$ cat src/rtl/dmem_arbiter.sv
// Data-memory arbiter between the MEM-stage core port and the debug/loader port.
// Issues in IDLE with combinational arbitration and sequences multi-cycle reads in BUSY.
`timescale 1ns/1ps
module dmem_arbiter #(
  parameter int ADDR_W       = 10,
  parameter int MEM_LAT      = 1,
  parameter int STARVE_LIMIT = 4
) (
  input  logic              clk,
  input  logic              rst_n,
  input  logic              core_req,
  input  logic              core_we,
  input  logic [3:0]        core_be,
  input  logic [ADDR_W-1:0] core_addr,
  input  logic [31:0]       core_wdata,
  output logic [31:0]       core_rdata,
  output logic              core_stall,
  input  logic              dbg_req,
  input  logic              dbg_we,
  input  logic [ADDR_W-1:0] dbg_addr,
  input  logic [31:0]       dbg_wdata,
  output logic              dbg_gnt,
  output logic              dbg_rvalid,
  output logic [31:0]       dbg_rdata,
  output logic              mem_en,
  output logic              mem_we,
  output logic [3:0]        mem_be,
  output logic [ADDR_W-1:0] mem_addr,
  output logic [31:0]       mem_wdata,
  input  logic [31:0]       mem_rdata
);

  typedef enum logic {IDLE, BUSY} state_t;

  localparam logic [2:0] LAT_LOAD = 3'(MEM_LAT);
  localparam logic [3:0] STREAK_MAX = 4'(STARVE_LIMIT);

  state_t      state;
  logic [2:0]  cnt;
  logic [3:0]  streak;
  logic        owner_dbg;
  logic [31:0] core_rdata_q;
  logic [31:0] dbg_rdata_q;

  logic dbg_wins, issue_core, issue_dbg, resp, resp_core, resp_dbg;

  // Outputs are gated by rst_n so they read 0 for the whole reset window,
  // not just after the first edge.
  always_comb begin
    dbg_wins   = dbg_req && (!core_req || streak == STREAK_MAX);
    issue_core = rst_n && state == IDLE && core_req && !dbg_wins;
    issue_dbg  = rst_n && state == IDLE && dbg_wins;
    resp       = rst_n && state == BUSY && cnt == 3'd1;
    resp_core  = resp && !owner_dbg;
    resp_dbg   = resp && owner_dbg;

    mem_en    = issue_core || issue_dbg;
    mem_we    = '0;
    mem_be    = '0;
    mem_addr  = '0;
    mem_wdata = '0;
    if (issue_core) begin
      mem_we    = core_we;
      mem_be    = core_we ? core_be : 4'hF;
      mem_addr  = core_addr;
      mem_wdata = core_wdata;
    end else if (issue_dbg) begin
      mem_we    = dbg_we;
      mem_be    = 4'hF;
      mem_addr  = dbg_addr;
      mem_wdata = dbg_wdata;
    end

    dbg_gnt    = issue_dbg;
    dbg_rvalid = resp_dbg;
    core_rdata = resp_core ? mem_rdata : core_rdata_q;
    dbg_rdata  = resp_dbg  ? mem_rdata : dbg_rdata_q;
    core_stall = rst_n && core_req && !(issue_core && core_we) && !resp_core;
  end

  always_ff @(posedge clk or negedge rst_n) begin
    if (!rst_n) begin
      state        <= IDLE;
      cnt          <= '0;
      streak       <= '0;
      owner_dbg    <= 1'b0;
      core_rdata_q <= '0;
      dbg_rdata_q  <= '0;
    end else begin
      case (state)
        IDLE: begin
          if (mem_en && !mem_we) begin
            state     <= BUSY;
            cnt       <= LAT_LOAD;
            owner_dbg <= issue_dbg;
          end
        end
        BUSY: begin
          cnt <= cnt - 3'd1;
          if (cnt == 3'd1) state <= IDLE;
        end
        default: state <= IDLE;
      endcase

      if (resp_core) core_rdata_q <= mem_rdata;
      if (resp_dbg)  dbg_rdata_q  <= mem_rdata;

      if (!dbg_req || issue_dbg)
        streak <= '0;
      else if (issue_core && streak != STREAK_MAX)
        streak <= streak + 4'd1;
    end
  end

endmodule
$ cat config.mk
export PLATFORM = sky130hd
export DESIGN_NAME = dmem_arbiter
export DESIGN_NICKNAME = d
export VERILOG_FILES = /design/src/rtl/dmem_arbiter.sv
export SDC_FILE = /design/constraint.sdc
export NUM_CORES = 1
export LEC_CHECK = 0
export ABC_AREA = 1
export CAP_MARGIN = 20
export CORE_MARGIN = 2
export CORE_UTILIZATION = 37
export DETAILED_ROUTE_END_ITERATION = 6
export PLACE_DENSITY = 0.81
export SYNTH_ARGS = -nofsm -noshare
export SYNTH_HDL_FRONTEND = slang
export SYNTH_SLANG_ARGS = --single-unit
$ cat constraint.sdc
create_clock -name clk -period 2.2 [get_ports clk]
set_clock_uncertainty 0.1 [all_clocks]
set_input_delay 0.33 -clock clk [delete_from_list [all_inputs] [get_ports clk]]
set_output_delay 0.33 -clock clk [all_outputs]
set_load 0.01 [all_outputs]
== Yosys cells after proc, flatten, opt, wreduce, memory -nomap -nowiden ==
Cells that the tools add are included.
Storage, ports and cells
  input port bits: 126
  register bits: 73
Operators by class
  bitwise logic cells: 1
  add/sub/neg operators: 2
  eq/ne operators: 4
  reductions and logical operators: 27
  mux-type cells: 18
Operators with widths (number)
  $mux 32: 4
  $mux 10: 2
  $mux 4: 5
  $logic_and 1x1->1: 15
  $logic_not 1->1: 7
  $pmux 3 s2: 1
  $add 4x1->4 const B: 1
  $eq 4x3->1 const B: 1
  $mux 1: 4
  $ne 4x3->1 const B: 1
  $eq 3x1->1 const B: 1
  $logic_or 1x1->1: 3
  $mux 3: 1
  $sub 3x1->3 const B: 1
  $ne 2x1->1 const B: 1
  $pmux 1 s2: 1
  $reduce_and 2->1: 1
  $reduce_bool 2->1: 1
  $not 1->1: 1

== Logic depth before layout (Yosys ltp) ==
Gate-level depths: netlist of the first run.
  depth after elaboration: 10
  depth in mapped cells: 10
  gate-level depth less buffers: 10

== Least setup slack after synthesis of the first run ==
OpenSTA, ideal clock, no wires.
  path type: register to output
  start: register streak[0]
  end: output port mem_wdata[22]
  slack: 0.376 ns
  data arrival time: 1.394 ns
  data required time: 1.770 ns
  cell stages (with the launch flop): 10
  cells stage by stage: dfrtp_1 -> inv_1 -> ha_1 -> nand3_1 -> nand2_1 -> nand2_2 -> nor2_4 -> buf_2 -> nand2_1 -> nand2_1
On the way
  word-level cells in the longest chain between the ends: 6
Ends and longest elaborated chain
  start, declared: line 40  | logic [3:0] streak;
  start signal, assigned: line 111  | streak <= streak + 4'd1;
  $eq 4x3->1: line 50  | dbg_wins = dbg_req && (!core_req || streak == STREAK_MAX);
  $logic_or 1x1->1: line 50
  $logic_and 1x1->1: line 50
  $logic_and 1x1->1: line 52  | issue_dbg = rst_n && state == IDLE && dbg_wins;
  named net dbg_gnt: line 22  | output logic dbg_gnt,
  $mux 32: line 67  | end else if (issue_dbg) begin
  $mux 32: line 62  | if (issue_core) begin
  end, declared: line 29  | output logic [31:0] mem_wdata,
The timed path passes the listed nets, and every way through them passes these cells.

== Worst setup path in the final report of the first run ==
  start: register cnt[1]
  end: output port core_rdata[24]
On the way
  word-level cells in the longest chain between the ends: 4
Ends and longest elaborated chain
  start, declared: line 39  | logic [2:0] cnt;
  start signal, assigned: line 99  | cnt <= cnt - 3'd1;
  $eq 3x1->1: line 53  | resp = rst_n && state == BUSY && cnt == 3'd1;
  $logic_and 1x1->1: line 53
  $logic_and 1x1->1: line 54  | resp_core = resp && !owner_dbg;
  $mux 32
  end, declared: line 16  | output logic [31:0] core_rdata,
No other way between the ends.

==> qor.txt, run 1 <==
Status: complete, but fails checks
Failing checks: setup timing
Peak supply drop: 0.776 mV
P_leak: 4.35 nW
Root cell of the clock tree: clkbuf_8
Setup slack at placement: -0.370 ns
Vias: 4892
Cell Pwr Density: 981 nW/um2
Fin nets: 946
Overall Global Routing Usage: 26.2%
IO buf count: 240
Final WL: 18.3 mm
Yosys top cell area share: 47.5%
Multi-input logic area: 2270 um2
Combinational cell fraction of total power: 58.6%
Max_slew headroom: 39.0%
Syn Std Cell Area: 3850 um2
Die footprint: 11200 um2
Wire length of the first global-routing pass: 23.3 mm
Part of the power in registers: 26.3%
CP Launch Type: flip-flop
Cell Rows: 37
GR Overflow Total: 0
Syn_area_per_cell: 8.26 um2
Die Y: 106 um
Clock Power Share: 15.1%
Psw: 3.00 mW
Syn Inst Count: 466
GP Congestion: 0.884
Power, Total: 8.20 mW
Final HPWL DP: 9.99 mm
Internal Power: 5.20 mW
Final core occ: 81.7%
Endpoint class of the critical path: output pin
Warnings from Yosys: 0
Switching Fraction: 36.6%
Net Count, Synth: 596
H-tree Lvls: 3
Layout area overhead: 117%
Initial DRT Pass Iterations: 7
Highest Clock Rate: 391 MHz
FF/Latch Area: 1830 um2
Clk buf depth: 2
Layout cell share with drive strength beyond 1: 51.6%
ANT nets after route: 0
Largest net degree at the start of global routing: 74
Synth top area cells: dfrtp_1 (47%), nand2_1 (17%), o21ai_2 (10%)
Non-filler cells, final: 955
Placed Cells: 854
Period utilization: 116%
Worst slew pin tran: 0.915 ns
MaxCap Viol Count: 0
Inserted Diodes: 0
PnR worst setup slack: -0.357 ns
Crit Path Max Fanout: 6
Starting Density: 37.6%
Yosys reg bits: 73
Setup violators final: 112
Initial antenna violation count: 0
Sequential area share after synthesis: 47.5%
I/O pins: 241
Total CTS buffers: 9
Worst Path Class, Setup: reg -> out
CTS tree: yes
Final hold vios: 0
Library cells used by synthesis: 23
RSZ-0062 raised after global routing: yes
CP Data Arrival Time: 2.13 ns
Drt drc: 0
Fin crit period: 2.56 ns
Die W: 106 um
Worst skew pair latency: 0.34 ns
DR vias/cell: 5.12
Fin. max-slew vios: 0
Synth area leader: dfrtp_1
Vias in the first global route: 4619
DR WL/cell: 19.2 um
Worst Path Required: 1.77 ns
Hold Crit Class: in -> async
CTS clk-pin slew, worst paths: 0.07 ns
Fillers: 570
Core Area: 10200 um2
Clock Sinks: 73
Drt initial violations: 283
## registers in the layout (all words and copies together) (netlist names)
register      count
cnt               3
core_rdata_q     32
dbg_rdata_q      32
owner_dbg         1
state             1
streak            4
## stage by stage
| step | setup TNS, ns | hold slack, ns | cell area, um2 |
|---|---|---|---|
| 3_3_place_gp | -21.39 | 0.352 | 6570 |
| 3_5_place_dp | -25.48 | 0.355 | 6570 |
| 6_report | -22.86 | 0.268 | 8360 |
| 2_1_floorplan | 0 | -0.0656 | 3850 |
| 4_1_cts | -26.97 | 0.277 | 7330 |
| 5_1_grt | -30.94 | 0.354 | 8360 |
## power by group through the flow
stage	clock network, mW	registers, mW	logic (mW)
floorplan	0	2.04	1.59
global placement	0	2.06	3.56
detailed placement	0	2.08	3.63
CTS	1.25	2.10	3.86
global route	1.31	2.20	5.11
finish	1.24	2.16	4.81
## logic make-up (layout without fill, tap and decap cells)
group,after synthesis,count (layout),synth area share [%]
compound gates,73,73,14.0
fa+ha+maj,4,4,1.30
buf+inv,79,432,11.3
simple gates,237,237,25.9
flops,73,73,47.5
## metal layers
layer / vias up / global-route usage (%) / part of all wire [%]
met3: 89 / 6.99 / 8.3
met1: 2355 / 28.0 / 34
met5: - / 0 / 0
li1: 2170 / - / -
met4: 0 / 13.6 / 6.3
met2: 278 / 47.1 / 52
## timing repair
item	4_1_cts	5_1_grt
cloned	6	7
pin swaps	12	31
hold buffers	0	0
buffers inserted	40	41
resized for setup	448	285
setup endpoints to repair	114	116
## worst max-delay path: stages, from the launching register on
cell     delay, ns
dfrtp_1       0.39
inv_2         0.08
ha_4          0.14
nand2_4       0.05
nor3_4        0.22
nand2_4       0.10
buf_6         0.14
buf_6         0.12
buf_6         0.12
buf_12        0.14
o21ai_4       0.17
buf_6         0.13
## placed cells by master, fill, tap and decap left out, types with 3 or more instances in the layout
cell             count
nand3_2              4
inv_2                5
inv_1               46
dfrtp_1             72
buf_6               80
nand2_2             54
nand3_1             45
nand2_1             86
buf_4               59
bufinv_16            3
dlymetal6s2s_1       5
o21ai_2             44
nor2_1               4
nor2_4               3
buf_8                9
nand2_4             34
clkbuf_16            6
buf_2               58
clkdlybuf4s50_1    123
clkdlybuf4s15_2      4
o21ai_0              3
o21ai_1              3
buf_12              16
clkbuf_8             9
o21ai_4             20
## final cells by class
cell class                      count  share of cell area [%]
Inverter                           52                    2.42
Clock inverter                      5                    1.27
Clock buffer                        9                    1.48
Tap cell                          136                    2.04
Timing Repair Buffer              366                    43.8
Sequential cell                    73                    21.9
Multi-Input combinational cell    314                    27.1
## cells in the mapped netlist, drive strengths merged
cell and n:
inv 52, buf 25, nor3 1, nand2 174
clkbuf 2, or2 1, ha 4, o31ai 1
dfrtp 73, nand3 51, nor2 8, a21oi 1
o211ai 1, o21ai 70, nand4 2
## worst paths after layout
kind / slack, ns / startpoint / depth (start not counted) / endpoint
max: -0.36 / cnt[1] / 11 / core_rdata[24]
min in group clk: 0.37 / dbg_rdata_q[23] / 2 / dbg_rdata_q[23]
min: 0.27 / rst_n / 3 / streak[1]
min reg2reg: 0.37 / dbg_rdata_q[23] / 2 / dbg_rdata_q[23]
max in group asynchronous: 1.12 / rst_n / 3 / state
max reg2reg: 0 / streak[1] / 15 / streak[2]
Power figures use the tool's default switching activity.
==> inputs of run 2 (changes only) <==
Settings changed: CTS_CLUSTER_DIAMETER from default to 40.
==> results of run 2 <==
No change in the layout: final DEF, timing and power equal those of run 1.
==> inputs of run 3 (changes only) <==
Settings changed: TNS_END_PERCENT from default to 30.
==> run 3 against run 2 <==
Effect of this change:
- the run still ends with setup timing left
- sequential cell count is the same
- clock power hardly changed
- register-to-register slack better by 0.05 ns
- routed wire length fell by 14%
- hold slack got worse by 0.021 ns
- clock-buffer cell count unchanged
- largest power group unchanged
- highest routed layer unchanged
==> qor.txt, run 3 (synthesis results as in run 1) <==
DR WL/cell: 17.2 um (-11%)
Setup slack at placement: -0.370 ns (unchanged)
Max_slew headroom: 40.6% (+1.6 points)
Non-filler cells, final: 916 (-4.1%)
P_leak: 3.95 nW (-9.2%)
Cell Rows: 37 (unchanged)
Largest regs: core_rdata_q: 32 flops, dbg_rdata_q: 32 flops, streak: 4 flops
DR vias/cell: 4.84 (-5.6%)
Vias: 4429 (-9.5%)
Core Area: 10200 um2 (unchanged)
CTS tree: yes
Crit Path Max Fanout: 6 (unchanged)
Cell Pwr Density: 1000 nW/um2 (+1.9%)
Largest net degree at the start of global routing: 74 (unchanged)
Initial DRT Pass Iterations: 4 (-3)
GRT met3 Usage: 6.50% (-0.49 points)
Root cell of the clock tree: clkbuf_8
GR Overflow Total: 0 (unchanged)
GR Layer Usage met2: 44.4% (-2.7 points)
Period utilization: 116% (-0.20 points)
MaxCap Viol Count: 0 (unchanged)
Drt initial violations: 261 (-7.8%)
Status: complete, but fails checks
Critical Path End: core_rdata[24]
ANT nets after route: 0 (unchanged)
Endpoint class of the critical path: output pin
Starting Density: 37.6% (unchanged)
Worst R2R End: core_rdata_q[22]
H-tree Lvls: 3 (unchanged)
PnR worst setup slack: -0.352 ns (+0.00444 ns)
Fin crit period: 2.55 ns (-0.00444 ns)
Die W: 106 um (unchanged)
Final HPWL DP: 9.99 mm (unchanged)
Vias in the first global route: 4372 (-5.3%)
Layout cell share with drive strength beyond 1: 43.1% (-8.6 points)
Final hold vios: 0 (unchanged)
Die footprint: 11200 um2 (unchanged)
Most frequent cells in the layout: nand2_1 (129), clkdlybuf4s50_1 (124), buf_2 (74)
Most frequent standard cell in the layout excluding fill and tap cells: nand2_1
Failing checks: setup timing
R2R cell count: 13 (-2)
Fin nets: 907 (-4.1%)
Wire length of the first global-routing pass: 21.8 mm (-6.3%)
Hold Crit Class: in -> async
Worst Path Required: 1.77 ns (about the same)
Initial antenna violation count: 0 (unchanged)
DP Area: 6570 um2 (unchanged)
RR Startpoint: cnt[1]
Setup TNS: -17.91 ns (+4.95 ns)
CP Launch Type: flip-flop
CP Data Arrival Time: 2.12 ns (about the same)
Critical-path top delay cell: dfrtp_1
Fin. max-slew vios: 0 (unchanged)
Setup violators final: 108 (-3.6%)
GP Congestion: 0.884 (unchanged)
Die Y: 106 um (unchanged)
Hold WS: 0.247 ns (-0.0212 ns)
Worst Path Class, Setup: reg -> out
Inserted Diodes: 0 (unchanged)
Clk buf depth: 2 (unchanged)
Most used cell along the critical path: buf_6
Total CTS buffers: 9 (unchanged)
GR Util met1: 26.8% (-1.2 points)
CP max stage delay: 0.39 ns (about the same)
Final WL: 15.7 mm (-14%)
RSZ-0062 raised after global routing: yes
Overall Global Routing Usage: 24.5% (-1.7 points)
Placed Cells: 854 (unchanged)
Crit path from: cnt[1]
Fillers: 712 (+25%)
Layout area overhead: 95.6%
Worst slew pin tran: 0.891 ns (-0.0247 ns)
I/O pins: 241 (unchanged)
Fin area: 7530 um2 (-10%)
Cell Chain, Critical Path: inv_2 -> ha_4 -> nand2_4 -> nor3_4 -> nand2_4 -> buf_6 -> buf_6 -> buf_12 -> o21ai_4 -> buf_6
CTS clk-pin slew, worst paths: 0.09 ns (+0.02 ns)
Peak supply drop: 0.936 mV (+21%)
Reg2reg setup slack: 0.05 ns (+0.05 ns)
Drt drc: 0 (unchanged)
IO buf count: 240 (unchanged)
Clock Sinks: 73 (unchanged)
Grt peak-use layer: met2
Worst skew pair latency: 0.34 ns (about the same)
Highest Clock Rate: 392 MHz (+0.17%)
run 3: cell types whose count changed in the layout (fill, tap and decap cells not counted), sizes merged:
cell,change
buf,-37
dlygate4sd2,-2
clkbuf,-1
clkdlybuf4s50,+1
run 3: final cells by class:
class | instances | area, um2 | area share [%]
repair buffers | 327 | 3090 | 41.0
multi-input cells | 314 | 2020 | 26.8
flip-flops and latches | 73 | 1830 | 24.3
inverters | 52 | 195 | 2.59
well taps | 136 | 170 | 2.26
clock buffers | 9 | 124 | 1.65
clock inverters | 5 | 106 | 1.41
run 3: repair_timing:
item,CTS,global route
hold endpoints to repair,0,0
setup endpoints to repair,114,116
pin swaps,8,13
hold buffers,0,0
setup buffers,17,24
cloned,3,6
gates resized for setup,387,202
run 3: worst min-delay path by stage:
| stage | start | slack, ns | end | depth (start not counted) |
|---|---|---|---|---|
| after floorplan | rst_n | -0.07 | cnt[0] | 0 |
| after global placement | dbg_rdata_q[16] | 0.35 | dbg_rdata_q[16] | 2 |
| after detailed placement | dbg_rdata_q[3] | 0.36 | dbg_rdata_q[3] | 2 |
| after CTS | rst_n | 0.28 | core_rdata_q[11] | 3 |
| after global routing | rst_n | 0.31 | dbg_rdata_q[7] | 3 |
| final | rst_n | 0.25 | dbg_rdata_q[5] | 3 |
run 3: worst max-delay path, delay by kind of cell, from the launching register on:
| kind | cells | cell delay (ns) |
|---|---|---|
| buf+inv | 5 | 0.62 |
| flops | 1 | 0.39 |
| simple gates | 3 | 0.45 |
| fa+ha+maj | 1 | 0.13 |
| compound gates | 1 | 0.18 |
run 3: metal layers:
layer,part of all wire [%],routed length [um]
met4,3.7,578
met3,8.0,1270
met5,0,0
met2,53,8340
met1,35,5540
run 3: where the power goes:
group	total (mW)	internal [mW]	switching, mW
sequential	2.16	1.89	0.270
combinational	4.12	2.09	2.02
clock	1.25	0.743	0.507
run 3: through the flow:
| step | util (%) | total power [mW] |
|---|---|---|
| after detailed placement | 64.2 | 5.71 |
| after floorplan | - | 3.63 |
| after global placement | 64.2 | 5.62 |
| after CTS | 68.5 | 7.08 |
| final | 73.6 | 7.53 |
| after global routing | 73.6 | 7.96 |
